[src/rtl/vpu_out_deskew.sv]
// -----------------------------------------------------------------------------
// vpu_out_deskew
//
// Re-aligns the diagonally skewed per-lane int8 results of the VPU channel
// array into full rows for the unified-buffer writeback. Lane i of a row
// arrives i cycles after lane 0 and cannot be stalled, so every lane writes
// into its own FIFO. As soon as every lane holds at least one element, the
// heads of all lanes are popped together into one packed output word.
//
// Optional feature (macro VPU_DESKEW_STALL_CNT_EN):
//   Adds the stall_cnt output. It counts the cycles in which a row is waiting
//   on the consumer, and it saturates at 16'hFFFF.
//
// Ports:
//   clk            clock; all state updates on the rising edge
//   rst            asynchronous active-low reset
//   vpu_out_valid  per-lane push strobe (never back-pressured)
//   vpu_out        per-lane data, unpacked array [CHANNEL_WIDTH]
//   row_clear      synchronous flush of all lanes plus tile restart
//   out_valid      packed row available
//   out_ready      consumer accepts the row
//   out_data       packed row; lane i occupies [i*O_WIDTH +: O_WIDTH]
//   out_row_idx    row index within the tile of the row on out_data
//   out_last       out_valid for the final row of a tile
//   overflow_err   sticky; a lane was pushed while its FIFO was full
//   lane_empty     per-lane FIFO empty flags
//   stall_cnt      (optional) saturating count of out_valid & !out_ready
//
// Handshake: a row transfers on a rising edge where out_valid && out_ready.
// Once out_valid is high, it stays high and out_data, out_row_idx and
// out_last hold steady until that transfer happens. A new row can load in the
// same cycle as a transfer, so throughput is one row per cycle.
// -----------------------------------------------------------------------------
module vpu_out_deskew #(
  parameter int O_WIDTH       = 8,
  parameter int CHANNEL_WIDTH = 16,
  parameter int BATCH_SIZE    = 16,
  parameter int FIFO_DEPTH    = 32
) (
  input  logic                               clk,
  input  logic                               rst,
  input  logic [CHANNEL_WIDTH-1:0]           vpu_out_valid,
  input  logic [O_WIDTH-1:0]                 vpu_out [CHANNEL_WIDTH],
  input  logic                               row_clear,
  output logic                               out_valid,
  input  logic                               out_ready,
  output logic [O_WIDTH*CHANNEL_WIDTH-1:0]   out_data,
  output logic [$clog2(BATCH_SIZE)-1:0]      out_row_idx,
  output logic                               out_last,
  output logic                               overflow_err,
  output logic [CHANNEL_WIDTH-1:0]           lane_empty
`ifdef VPU_DESKEW_STALL_CNT_EN
  ,
  output logic [15:0]                        stall_cnt
`endif
);

  localparam int AW = $clog2(FIFO_DEPTH);
  localparam int RW = $clog2(BATCH_SIZE);
  localparam logic [AW:0]   PTR_ONE  = (AW+1)'(1);
  localparam logic [RW-1:0] IDX_ONE  = RW'(1);
  localparam logic [RW-1:0] IDX_LAST = RW'(BATCH_SIZE - 1);

  // Each pointer carries one extra wrap bit. This lets full and empty be told
  // apart without a separate occupancy counter.
  logic [AW:0]          wr_ptr [CHANNEL_WIDTH];
  logic [AW:0]          rd_ptr [CHANNEL_WIDTH];
  logic [O_WIDTH-1:0]   mem    [CHANNEL_WIDTH][FIFO_DEPTH];

  logic [CHANNEL_WIDTH-1:0]         lane_full;
  logic [CHANNEL_WIDTH-1:0]         push_en;
  logic [CHANNEL_WIDTH-1:0]         push_drop;
  logic [O_WIDTH*CHANNEL_WIDTH-1:0] row_head;
  logic                             row_ready;
  logic                             load;
  logic                             xfer;

  always_comb begin
    lane_empty = '0;
    lane_full  = '0;
    push_en    = '0;
    push_drop  = '0;
    row_head   = '0;
    for (int i = 0; i < CHANNEL_WIDTH; i++) begin
      lane_empty[i] = (wr_ptr[i] == rd_ptr[i]);
      lane_full[i]  = (wr_ptr[i][AW] != rd_ptr[i][AW]) &&
                      (wr_ptr[i][AW-1:0] == rd_ptr[i][AW-1:0]);
      row_head[i*O_WIDTH +: O_WIDTH] = mem[i][rd_ptr[i][AW-1:0]];
    end
    row_ready = ~|lane_empty;
    load      = row_ready && (!out_valid || out_ready);
    xfer      = out_valid && out_ready;
    // A full lane that pops in this cycle frees its slot in time for the
    // write. Only a push into a full lane that is not popping gets dropped.
    for (int i = 0; i < CHANNEL_WIDTH; i++) begin
      push_en[i]   = vpu_out_valid[i] && (!lane_full[i] || load);
      push_drop[i] = vpu_out_valid[i] && lane_full[i] && !load;
    end
  end

  // Storage has no reset. Entries are only read once their pointer shows
  // they were written.
  always_ff @(posedge clk) begin
    for (int i = 0; i < CHANNEL_WIDTH; i++) begin
      if (push_en[i] && !row_clear) begin
        mem[i][wr_ptr[i][AW-1:0]] <= vpu_out[i];
      end
    end
  end

  always_ff @(posedge clk or negedge rst) begin
    if (!rst) begin
      for (int i = 0; i < CHANNEL_WIDTH; i++) begin
        wr_ptr[i] <= '0;
        rd_ptr[i] <= '0;
      end
    end else if (row_clear) begin
      for (int i = 0; i < CHANNEL_WIDTH; i++) begin
        wr_ptr[i] <= '0;
        rd_ptr[i] <= '0;
      end
    end else begin
      for (int i = 0; i < CHANNEL_WIDTH; i++) begin
        if (push_en[i]) wr_ptr[i] <= wr_ptr[i] + PTR_ONE;
        if (load)       rd_ptr[i] <= rd_ptr[i] + PTR_ONE;
      end
    end
  end

  always_ff @(posedge clk or negedge rst) begin
    if (!rst) begin
      out_valid    <= 1'b0;
      out_data     <= '0;
      out_row_idx  <= '0;
      overflow_err <= 1'b0;
    end else if (row_clear) begin
      out_valid    <= 1'b0;
      out_row_idx  <= '0;
      overflow_err <= 1'b0;
    end else begin
      if (load) begin
        out_valid <= 1'b1;
        out_data  <= row_head;
      end else if (xfer) begin
        out_valid <= 1'b0;
      end
      if (xfer) begin
        out_row_idx <= (out_row_idx == IDX_LAST) ? '0 : out_row_idx + IDX_ONE;
      end
      if (|push_drop) overflow_err <= 1'b1;
    end
  end

  assign out_last = out_valid && (out_row_idx == IDX_LAST);

`ifdef VPU_DESKEW_STALL_CNT_EN
  always_ff @(posedge clk or negedge rst) begin
    if (!rst) begin
      stall_cnt <= '0;
    end else if (row_clear) begin
      stall_cnt <= '0;
    end else if (out_valid && !out_ready && (stall_cnt != 16'hFFFF)) begin
      stall_cnt <= stall_cnt + 16'd1;
    end
  end
`endif

endmodule

[config.mk]
export PLATFORM = sky130hd
export DESIGN_NAME = vpu_out_deskew
export DESIGN_NICKNAME = d
export VERILOG_FILES = /design/src/rtl/vpu_out_deskew.sv
export SDC_FILE = /design/constraint.sdc
export NUM_CORES = 2
export LEC_CHECK = 0
export CAP_MARGIN = 25
export CORE_UTILIZATION = 50
export DETAILED_ROUTE_END_ITERATION = 10
export HOLD_SLACK_MARGIN = 0.08
export PLACE_DENSITY = 0.63
export SETUP_SLACK_MARGIN = 0.15
export SYNTH_ARGS = -nofsm -noshare
export SYNTH_HDL_FRONTEND = slang
export SYNTH_SLANG_ARGS = --single-unit
[constraint.sdc]
create_clock -name clk -period 7.45 [get_ports clk]
set_input_delay 1.49 -clock clk [delete_from_list [all_inputs] [get_ports clk]]
set_output_delay 1.49 -clock clk [all_outputs]
set_load 0.02 [all_outputs]
==> reports/results.ini <==
[status]
outcome=finished, violations left
failed_checks=design-rule violations

[placed_design]
port-buffer-count=298
pre_cts_slack_ps=1370
place_hpwl_um=260000
gp_routability_congestion=0.822
place_area_um2=184000

[timing]
hold_viol_final=0
setup_tns_ps=0
fin_skew_ps=75.8
setup_viol=0
finalMaxSlewViolations=0
timing.final.ws_setup_ps=1370
rsz0062_at_grt=no
tightest_slew_ps=1170
finalCritPeriodShare_pct=81.6
slew_headroom_pct=22.2
finalCriticalPeriod_ps=6080
fmax_mhz=164

[cts]
cts_resized=0
post_cts_buffers=0
clk_latency_ps=1000
clock-root-buffer=clkbuf_16
htree_levels=5
cts_hold_buffers=0
clk_pin_slew_ps=60
clockBufferDepth=4
cts_tree=built
cts_buffers=439
clock-sinks=4422

[finish]
multi_input_area_um2=41900
synthToLayoutAreaGrowth_pct=13.7
fill_cells=25500
finalInstanceArea_um2=199000
nNetsFinal=9128
ff_latch_area_um2=131000
fin_util_pct=57.1
drive_gt1_share_pct=25.4

[critical_path]
critical_path.max_fanout=19
start_kind=flop
critPathArrivalTime_ps=6670
crit_chain=xnor2_1, nand3_2, nor3_2, buf_6, nor4_1, buf_2, nand4_1, buf_4, o21ai_0, nand4_1, nor2_1
crit_type=reg -> reg
cp.required_ps=8040
ff2ff_path_depth=11
cp_slowest_stage_delay_ps=920
end_kind=flop
worst_path_most_repeated_cell=nand4_1
r2r-end=mem[1][473]$_DFFE_PP_
r2r-start=rd_ptr[46]$_DFFE_PN0P_
crit_buf_inv=3
crit_family=simple AND/OR/NAND/NOR gates
crit_slowest_cell=dfrtp_1
r2r_slack_ps=1370

[global_routing]
grt_pass1_wl_um=607000
grt_overflow=0
grt_usage_pct=23.2
grt_pass1_vias=86300
grt_antenna_before_repair=45
grt_max_degree=128

[logic_synthesis]
ys_warn_count=0
synth_flop_cell=edfxtp_1
syn_area_um2=175000
synth_nets=8675
synth_area_per_cell_um2=20.8
async_reset_ff_share_pct=7.37
postSynthCellCount=8446
synth-edff-count=4096
yosysSeqAreaShare_pct=74.8
ys_types=56
synth-seq-cells=4422

[routing]
drt_iter0_drc=9493
dr.pass1.iters=9
vias=84800
wirelength_um=411000
ant_nets=0
vias_per_cell=6.10
wl_per_cell_um=29.5
drc=4

[power]
powerDensity_nw_per_um2=260
worst_ir_drop_vdd_mv=0.276
total_power_mw=51.9
p_leak_nw=60.9

[die]
ios=299
core_area_um2=349000
rows=217
die_h_um=594
start_util_pct=50.2
die_area_um2=353000
die_w_um=594

[run]
maxCapViolations=0

[hold_path]
hold_class=in -> async

state kept, by name, summed over array words and instances, names as in the netlist:
name,flops
out_row_idx,4
out_valid,1
out_data,128
mem,4096
rd_ptr,96
wr_ptr,96
overflow_err,1
cell usage after synthesis (all sizes together), types with 93 or more instances:
cell type	instances	area (µm²)
nor2	667	2500
xnor2	174	1520
mux4	1280	28800
nand2	111	417
nand3	149	756
mux2i	133	1330
buf	174	857
edfxtp	4096	123000
nor3	93	626
dfrtp	326	8160
o21ai	290	1480
clkbuf	323	1210
per-stage QoR:
stage | instances | hold slack (ps)
detailed placement | 13000 | 499
global placement | 13000 | 493
global route | 13900 | 470
CTS | 13900 | 411
finish | 13900 | 476
floorplan | 8446 | 529
cells by family (layout without fill, tap and decap cells):
family          count (synthesis)  in the layout  share of synthesized area [%]
xor+xnor                      200            200                          0.999
fa+ha+maj                      81             81                          0.578
compound gates                458            458                           1.49
buf+inv                       578           1416                           1.35
flops                        4422           4422                           74.8
simple gates                 1287           1287                           3.55
mux                          1420           1420                           17.2
other cells                     0             22                              0
area by class of cell:
type,instances,share of cell area (%)
timing repair buffer,509,2.47
antenna,22,0.0276
sequential,4422,65.8
inverter,81,0.154
clock inverter,283,1.76
multi-input combinational,3446,21.0
clock buffer,543,5.85
tap,4599,2.89
cell usage in the layout (no fill, tap or decap), drive strengths merged, types with 8 or more instances in the layout:
master and instances:
a31oi 16, nand4 89, or3b 11, nand2 111, clkinvlp 25, a21oi 64
nand3 149, nor2b 10, o21a 26, and3 23, nor4 14, or2 14
xor2 26, xnor2 174, nand3b 13, o21ai 290, dfrtp 326, mux2i 133
and4 20, buf 235, clkbuf 547, bufinv 63, or3 35, nor2 667
nor3b 8, clkdlybuf4s50 270, inv 98, edfxtp 4096, diode 22, nor3 93
mux4 1280, a21o 15, ha 81, nor4b 10, a31o 9, clkinv 178
power breakdown:
group	internal [mW]	switching, mW	total, mW	leakage, nW
combinational	0.474	1.06	1.53	12.5
sequential	27.3	0.136	27.4	41.0
clock	13.4	9.53	22.9	7.37
worst reg2reg max path, stage by stage, from the launching register on:
cell	delay [ps]
dfrtp_1	920
xnor2_1	200
nand3_2	150
nor3_2	60
buf_6	160
nor4_1	500
buf_2	280
nand4_1	420
buf_4	420
o21ai_0	860
nand4_1	880
nor2_1	870
worst max path at each step:
stage / startpoint / to / slack (ps) / depth (start not counted)
6_report: rd_ptr[46]$_DFFE_PN0P_ / mem[1][473]$_DFFE_PP_ / 1370 / 11
5_1_grt: rd_ptr[46]$_DFFE_PN0P_ / mem[1][469]$_DFFE_PP_ / 1080 / 11
4_1_cts: rd_ptr[46]$_DFFE_PN0P_ / mem[1][1320]$_DFFE_PP_ / 1300 / 11
3_5_place_dp: rd_ptr[46]$_DFFE_PN0P_ / mem[1][1483]$_DFFE_PP_ / 1370 / 11
3_3_place_gp: rd_ptr[42]$_DFFE_PN0P_ / mem[0][1259]$_DFFE_PP_ / 770 / 9
2_1_floorplan: out_ready / mem[0][1280]$_DFFE_PP_ / 4030 / 7
routing by layer:
metal	up-vias	global-route usage (%)	part of all wire, %	wire [µm]
met2	3238	36.7	48	198000
met3	587	3.31	7.0	29000
met1	45200	34.5	42	174000
met5	-	0	0.021	88
met4	14	6.07	2.5	10100
li1	35700	-	-	-
Note: power is estimated with default switching activity, not from simulation.
